<file path="src/rtl/seq_det_pkg.sv">
// Shared definitions for param_seq_detector.
//   fill_state_e        : names for the fill-counter phases (EMPTY / FILLING / ARMED)
//   *_MIN / *_MAX       : legal ranges for PAT_WIDTH and CNT_WIDTH
//   SEQ_DET_DEF_PATTERN : default 4-bit pattern (1101, MSB received first)
//   fill_state_of()     : maps a fill count onto its fill_state_e phase
package seq_det_pkg;

  typedef enum logic [1:0] {
    StEmpty,
    StFilling,
    StArmed
  } fill_state_e;

  localparam int unsigned PAT_WIDTH_MIN = 2;
  localparam int unsigned PAT_WIDTH_MAX = 16;
  localparam int unsigned CNT_WIDTH_MIN = 1;
  localparam int unsigned CNT_WIDTH_MAX = 16;

  localparam logic [3:0] SEQ_DET_DEF_PATTERN = 4'b1101;

  function automatic fill_state_e fill_state_of(input int unsigned fill, input int unsigned width);
    if (fill == 0) return StEmpty;
    if (fill >= width) return StArmed;
    return StFilling;
  endfunction

endpackage

</file>
<file path="src/rtl/sat_counter.sv">
// Saturating up-counter with synchronous clear.
//   clk   : clock, rising edge
//   n_rst : synchronous active-low reset, clears the count
//   inc   : increment request; ignored once the count is all-ones
//   clr   : synchronous clear, wins over inc
//   count : current count value
module sat_counter #(
  parameter int unsigned WIDTH = 8
) (
  input  logic             clk,
  input  logic             n_rst,
  input  logic             inc,
  input  logic             clr,
  output logic [WIDTH-1:0] count
);

  logic [WIDTH-1:0] count_q, count_d;

  always_comb begin
    count_d = count_q;
    if (clr) begin
      count_d = '0;
    end else if (inc && (count_q != '1)) begin
      count_d = count_q + WIDTH'(1);
    end
  end

  always_ff @(posedge clk) begin
    if (!n_rst) begin
      count_q <= '0;
    end else begin
      count_q <= count_d;
    end
  end

  assign count = count_q;

endmodule

</file>
<file path="src/rtl/param_seq_detector.sv">
// Parametrised Moore serial sequence detector with a run-time loadable pattern.
// Optional feature macro: PARAM_SEQ_DETECTOR_COUNT_EN builds the saturating match counter;
// without it match_count is tied to 0 and clr_count is ignored.
//   clk         : clock, rising edge
//   n_rst       : synchronous active-low reset
//   i / i_valid : serial bit and its qualifier
//   overlap     : 1 = keep history after a match, 0 = restart from empty
//   pat_load    : load pat_in as the active pattern (clears history, discards i)
//   pat_in      : new pattern, MSB is the first bit received
//   clr_count   : synchronous clear of match_count
//   o           : registered one-cycle match pulse
//   match_count : saturating match count
module param_seq_detector
  import seq_det_pkg::*;
#(
  parameter int unsigned          PAT_WIDTH = 4,
  parameter logic [PAT_WIDTH-1:0] PATTERN   = PAT_WIDTH'(SEQ_DET_DEF_PATTERN),
  parameter int unsigned          CNT_WIDTH = 8
) (
  input  logic                 clk,
  input  logic                 n_rst,
  input  logic                 i,
  input  logic                 i_valid,
  input  logic                 overlap,
  input  logic                 pat_load,
  input  logic [PAT_WIDTH-1:0] pat_in,
  input  logic                 clr_count,
  output logic                 o,
  output logic [CNT_WIDTH-1:0] match_count
);

  if (PAT_WIDTH < PAT_WIDTH_MIN || PAT_WIDTH > PAT_WIDTH_MAX) begin : gen_pat_width_check
    $error("param_seq_detector: PAT_WIDTH out of range");
  end
  if (CNT_WIDTH < CNT_WIDTH_MIN || CNT_WIDTH > CNT_WIDTH_MAX) begin : gen_cnt_width_check
    $error("param_seq_detector: CNT_WIDTH out of range");
  end

  localparam int unsigned      FillW    = $clog2(PAT_WIDTH + 1);
  localparam logic [FillW-1:0] FillFull = FillW'(PAT_WIDTH);

  logic [PAT_WIDTH-1:0] hist_q, hist_d, pat_q, pat_d, hist_shift;
  logic [FillW-1:0]     fill_q, fill_d, fill_inc;
  fill_state_e          state;
  logic                 match, o_q;

  always_comb state = fill_state_of(32'(fill_q), PAT_WIDTH);

  // State register.
  always_ff @(posedge clk) begin
    if (!n_rst) begin
      hist_q <= '0;
      fill_q <= '0;
      pat_q  <= PATTERN;
      o_q    <= 1'b0;
    end else begin
      hist_q <= hist_d;
      fill_q <= fill_d;
      pat_q  <= pat_d;
      o_q    <= match;
    end
  end

  // Next state; pat_load outranks an accepted bit.
  always_comb begin
    hist_d     = hist_q;
    fill_d     = fill_q;
    pat_d      = pat_q;
    match      = 1'b0;
    hist_shift = {hist_q[PAT_WIDTH-2:0], i};
    fill_inc   = (state == StArmed) ? fill_q : fill_q + FillW'(1);
    if (pat_load) begin
      pat_d  = pat_in;
      hist_d = '0;
      fill_d = '0;
    end else if (i_valid) begin
      match = (fill_inc == FillFull) && (hist_shift == pat_q);
      if (match && !overlap) begin
        hist_d = '0;
        fill_d = '0;
      end else begin
        hist_d = hist_shift;
        fill_d = fill_inc;
      end
    end
  end

  // Outputs come straight from flops.
  always_comb o = o_q;

`ifdef PARAM_SEQ_DETECTOR_COUNT_EN
  sat_counter #(
    .WIDTH(CNT_WIDTH)
  ) u_sat_counter (
    .clk  (clk),
    .n_rst(n_rst),
    .inc  (match),
    .clr  (clr_count),
    .count(match_count)
  );
`else
  logic unused_clr_count;
  assign unused_clr_count = clr_count;
  assign match_count      = '0;
`endif

endmodule

</file>
<file path="config.mk">
export PLATFORM = sky130hd
export DESIGN_NAME = param_seq_detector
export DESIGN_NICKNAME = d
export VERILOG_FILES = /design/src/rtl/seq_det_pkg.sv /design/src/rtl/sat_counter.sv /design/src/rtl/param_seq_detector.sv
export SDC_FILE = /design/constraint.sdc
export NUM_CORES = 1
export LEC_CHECK = 0
export BUFFER_PORTS_ARGS = -buffer_cell sky130_fd_sc_hd__clkbuf_2
export CORE_MARGIN = 5
export CORE_UTILIZATION = 30
export CTS_CLUSTER_DIAMETER = 100
export CTS_CLUSTER_SIZE = 12
export DETAILED_ROUTE_END_ITERATION = 6
export SETUP_SLACK_MARGIN = 0.4
export SLEW_MARGIN = 20
export SYNTH_ARGS = -nofsm -noshare
export SYNTH_HDL_FRONTEND = slang
export SYNTH_HIERARCHICAL = 1
export SYNTH_SLANG_ARGS = --single-unit
</file>
<file path="constraint.sdc">
create_clock -name clk -period 1.55 [get_ports clk]
set_input_delay 0.31 -clock clk [delete_from_list [all_inputs] [get_ports clk]]
set_output_delay 0.31 -clock clk [all_outputs]
set_load 0.01 [all_outputs]
</file>
== Yosys cells after proc, flatten, opt, wreduce, memory -nomap -nowiden ==
Cells that the tools add are included.

* $add $sub $neg: 1
* Multipliers: 0
* Divide/modulo/power cells: 0
* Order comparisons: 1
* Equal/unequal tests: 3
* Shift operators: 0
* Multiplexer cells: 10
* Bitwise operators: 2
* Reductions and logical operators: 6

{| class="wikitable"
|+ Operators with widths
! kind !! count
|-
| two-way mux 3 bit || 3
|-
| two-way mux 2 bit || 4
|-
| == test 4 bit || 1
|-
| adder 3 x 1 -> 3 bit (second input constant) || 1
|-
| == test 3 bit (second input constant) || 1
|-
| greater-or-equal comparator 3 bit (second input constant) || 1
|-
| logical NOT 3 bit || 1
|-
| two-way mux 1 bit || 3
|-
| OR reduction 3 bit || 1
|-
| == test 2 bit (second input constant) || 1
|-
| logical AND 1 bit || 2
|-
| NOT 1 bit || 2
|-
| OR reduction 2 bit || 1
|-
| logical NOT 1 bit || 1
|}

* Bits in registers: 11
* Latch bits: 0
* Bits in writable memories: 0
* ROM bits: 0
* Input port bits: 11
* Output and inout bits: 9
* Logic and storage cells: 27
* Memories kept: 0

== Logic depth before layout (Yosys ltp) ==
* Depth in word-level cells: 11
* Mapped depth: 5
* Gate-level depth less buffers: 5

== Worst setup path after synthesis ==
No wires, ideal clock.

* Path type: reg-to-reg
* From: reg fill_q[0]
* To: reg o_q, in the netlist o
* Setup time: 87 ps
* Arrival time: 1374 ps
* Required time: 1463 ps
* Path slack: 89 ps
* Stages on the path, launching flop included: 6
* Clock period less this slack: 1461 ps
* Cell sequence: dfxtp_1 > inv_1 > ha_1 > nor4bb_1 > o2111a_2 > nor4b_4

* Word-level cells in the longest chain between the ends: 9
* Elaborated cells on any way between the ends: 13

{| class="wikitable"
|+ RTL lines
! item !! RTL line !! text
|-
| start, declared || param_seq_detector.sv:43 || <nowiki>logic [FillW-1:0] fill_q, fill_d, fill_inc;</nowiki>
|-
| start signal, assigned || param_seq_detector.sv:58 || <nowiki>fill_q <= fill_d;</nowiki>
|-
| greater-or-equal comparator 3 bit || seq_det_pkg.sv:23 || <nowiki>if (fill >= width) return StArmed;</nowiki>
|-
| two-way mux 1 bit (2 in a row) || seq_det_pkg.sv:23 ||
|-
| two-way mux 2 bit || seq_det_pkg.sv:24 || <nowiki>return StFilling;</nowiki>
|-
| two-way mux 2 bit || seq_det_pkg.sv:23 ||
|-
| == test 2 bit || param_seq_detector.sv:71 || <nowiki>fill_inc = (state == StArmed) ? fill_q : fill_q + FillW'(1);</nowiki>
|-
| two-way mux 3 bit * || param_seq_detector.sv:71 ||
|-
| == test 3 bit * || param_seq_detector.sv:77 || <nowiki>match = (fill_inc == FillFull) && (hist_shift == pat_q);</nowiki>
|-
| logical AND 1 bit * || param_seq_detector.sv:77 ||
|-
| end signal, assigned || param_seq_detector.sv:60 || <nowiki>o_q <= match;</nowiki>
|-
| end, declared || param_seq_detector.sv:45 || <nowiki>logic match, o_q;</nowiki>
|}

Every way passes the cells marked *; elsewhere a longest branch is shown, timed or not. The select of a mux whose other input is x is not followed.
A chain may end at the register's enable or synchronous reset.

== Worst setup path after layout ==
* From: reg fill_q[1]
* To: reg o_q, in the netlist o

Same word-level chain as after synthesis.

==> impl_metrics.py <==
metrics = {
    "global_routing": {
        "gr-total-overflow": 0,
        "grt_pass1_vias": 377,
        "grt_use_total": 0.07562,
        "grt_max_degree": 8,
        "grt_pass1_wl_mm": 1.518,
        "antenna_found_initial": 0,
    },
    "synthesis": {
        "ys_seq_area_frac": 0.3705,
        "synth_warnings": 6,
        "synth.distinct_cells": 19,
        "avgSynthCellArea_um2": 10.43,
        "postSynthCellCount": 57,
        "syn-cell-area_um2": 594.3,
        "synth.area.top_cells": "dfxtp_1, mux2i_1, buf_4, a211oi_1, xnor2_1",
        "yosys.area.top_type_share": 0.3705,
        "ys_ff_latch": 11,
        "synth_top_area_cell": "dfxtp_1",
    },
    "setup_path": {
        "crit_path_max_fanout": 5,
        "start_kind": "register",
        "crit_chain": "inv_2, ha_4, nor4bb_4, o2111a_2, nor4b_4",
        "end_kind": "register",
        "critPathMaxStageDelay_ns": 0.33,
        "cp_top_family": "simple AND/OR/NAND/NOR gates",
        "slowest_stage": "dfxtp_2",
        "worstPathRequired_ns": 1.73,
        "worst-path-buf-inv": 1,
        "reg2reg_slack_ns": 0.13,
        "cp_data_arrival_time_ns": 1.60,
        "timing_worst_setup_path_type": "reg -> reg",
    },
    "route": {
        "ant_nets": 0,
        "totalWireLength_um": 950,
        "wl_per_cell_um": 9.694,
        "via_count": 379,
        "dr.pass1.iters": 1,
        "drc_errors": 0,
        "drt_iter0_markers": 0,
        "routed_via_density": 3.867,
    },
    "clocking": {
        "cts_tree": "done",
        "clkSlewWorstSetupHoldPaths_ns": 0.07,
        "htree_levels": 1,
        "cts_max_path_buffers": 2,
        "cts_hold_buffers": 0,
        "clk_latency_ns": 0.26,
        "cts-buffers-inserted": 3,
        "ctsRootBufferMaster": "clkbuf_4",
        "cts_sinks": 11,
    },
    "job": {
        "max_cap_viol_count": 0,
    },
    "floorplan": {
        "die_w_um": 54.51,
        "die_h_um": 54.51,
        "pin_count": 20,
        "die_area_um2": 2971,
        "core_um2": 1922,
        "rows": 16,
        "start_util": 0.3092,
    },
    "placed_design": {
        "post-dp-hpwl_um": 720.6,
        "dp_cells": 93,
        "place_congestion": 0.6625,
        "io_buffer_count": 10,
    },
    "power": {
        "p_clk_frac": 0.334,
        "ir_drop_mv": 0.4584,
        "p_comb_frac": 0.137,
        "switching_share": 0.2437,
        "pwr-share-seq": 0.529,
        "power_switching_mw": 0.1377,
        "p_int_mw": 0.4275,
        "cellPowerDensity_nw_per_um2": 791.1,
        "p_leak_nw": 0.2967,
    },
    "final_layout": {
        "final_layout_size_suffix_gt1_frac": 0.3803,
        "nNetsFinal": 85,
        "final_cells": 98,
        "n_antenna_cell": 0,
        "area_growth_pct": 20.21,
    },
    "timing": {
        "period_share": 0.9174,
        "hold_viol_final": 0,
        "timing.final.crit_period_ns": 1.422,
        "slew_violations": 0,
        "setup_viol": 0,
        "max_freq_mhz": 703.2,
        "rsz0062_at_grt": "yes",
        "fin_setup_tns_ns": 0,
        "fin_skew_ns": 0.001487,
    },
    "run_status": {
        "status": "complete, no violations",
    },
    "min_path": {
        "worstHoldPathType": "in -> reg",
    },
}
## metal layers
| metal | track usage | wire (um) |
|---|---|---|
| met4 | 0.06224 | 9 |
| met5 | 0 | 0 |
| met1 | 0.07980 | 410 |
| met3 | 0.02725 | 44 |
| met2 | 0.1195 | 486 |
## power groups by stage
stage	clock, mW	sequential, mW	combinational [mW]
floorplan	0	0.305	0.0662
global placement	0	0.305	0.0687
detailed placement	0	0.305	0.0698
CTS	0.197	0.299	0.0756
global route	0.202	0.300	0.0860
finish	0.189	0.299	0.0774
## metrics by stage
step	worst slack, ns	total power, mW	utilization	area (um^2)	hold slack [ns]
floorplan	0.1063	0.3707	-	623.1	0.3719
global placement	0.02702	0.3736	0.3366	646.9	0.4836
detailed placement	0.03856	0.3748	0.3366	646.9	0.4900
CTS	0.1343	0.5717	0.3672	705.7	0.2482
global route	0.05162	0.5880	0.3717	714.4	0.2688
finish	0.1280	0.5652	0.3717	714.4	0.2560
## cell usage after synthesis
| library cell | n |
|---|---|
| a211oi_1 | 4 |
| a21oi_1 | 1 |
| buf_4 | 10 |
| conb_1 | 1 |
| dfxtp_1 | 11 |
| ha_1 | 2 |
| inv_1 | 2 |
| mux2i_1 | 8 |
| nand2_1 | 3 |
| nand2b_2 | 1 |
| nor2_1 | 2 |
| nor2b_1 | 2 |
| nor3_2 | 1 |
| nor3b_1 | 1 |
| nor4b_4 | 1 |
| nor4bb_1 | 1 |
| o2111a_2 | 1 |
| xnor2_1 | 3 |
| xor2_1 | 2 |
## layout make-up
cell class                 count  area (um^2)
tap                           27        33.78
fill                         208         1207
inverter                       2        7.507
sequential                    11        222.7
multi-input combinational     41        347.8
timing repair buffer          13        76.32
clock buffer                   4        26.28
## flip-flops by register name (all words and copies together), names as in the netlist
name    flops
o           1
pat_q       4
hist_q      3
fill_q      3
## kinds of logic after synthesis
group	synth area share
fa+ha+maj	0.04210
mux	0.1347
xor+xnor	0.07370
flops	0.3705
other cells	0.006310
simple gates	0.1537
compound gates	0.07999
buf+inv	0.1389
## worst paths after layout
| kind | startpoint | to | depth (start not counted) |
|---|---|---|---|
| setup / recovery | fill_q[1]$_SDFFE_PP0P_ | o$_SDFF_PP0_ | 5 |
| hold / removal | n_rst | pat_q[0]$_SDFFE_PN1P_ | 2 |
| setup reg to reg | fill_q[1]$_SDFFE_PP0P_ | o$_SDFF_PP0_ | 5 |
| hold reg to reg | pat_q[0]$_SDFFE_PN1P_ | pat_q[0]$_SDFFE_PN1P_ | 2 |
## cells in the final DEF (no fill, tap or decap)
master	n
xor2_1	2
ha_4	1
clkbuf_4	3
nor4b_4	1
inv_2	2
nor3_2	1
nor4bb_4	1
dfxtp_1	9
xnor2_1	3
mux2i_1	8
nor3b_1	1
nand2b_2	1
nor2_1	2
o2111a_2	1
conb_1	8
a21oi_1	1
clkbuf_1	1
ha_2	1
a211oi_1	4
dfxtp_2	2
buf_4	2
buf_6	1
clkbuf_2	10
nor2b_1	2
nand2_1	3
## what timing repair did
action                     in CTS  in global routing
buffers inserted                1                  0
pin swaps                       3                  3
setup endpoints to repair       5                  5
resized for setup               5                  2
No activity file was read; power rests on OpenSTA's default activity.
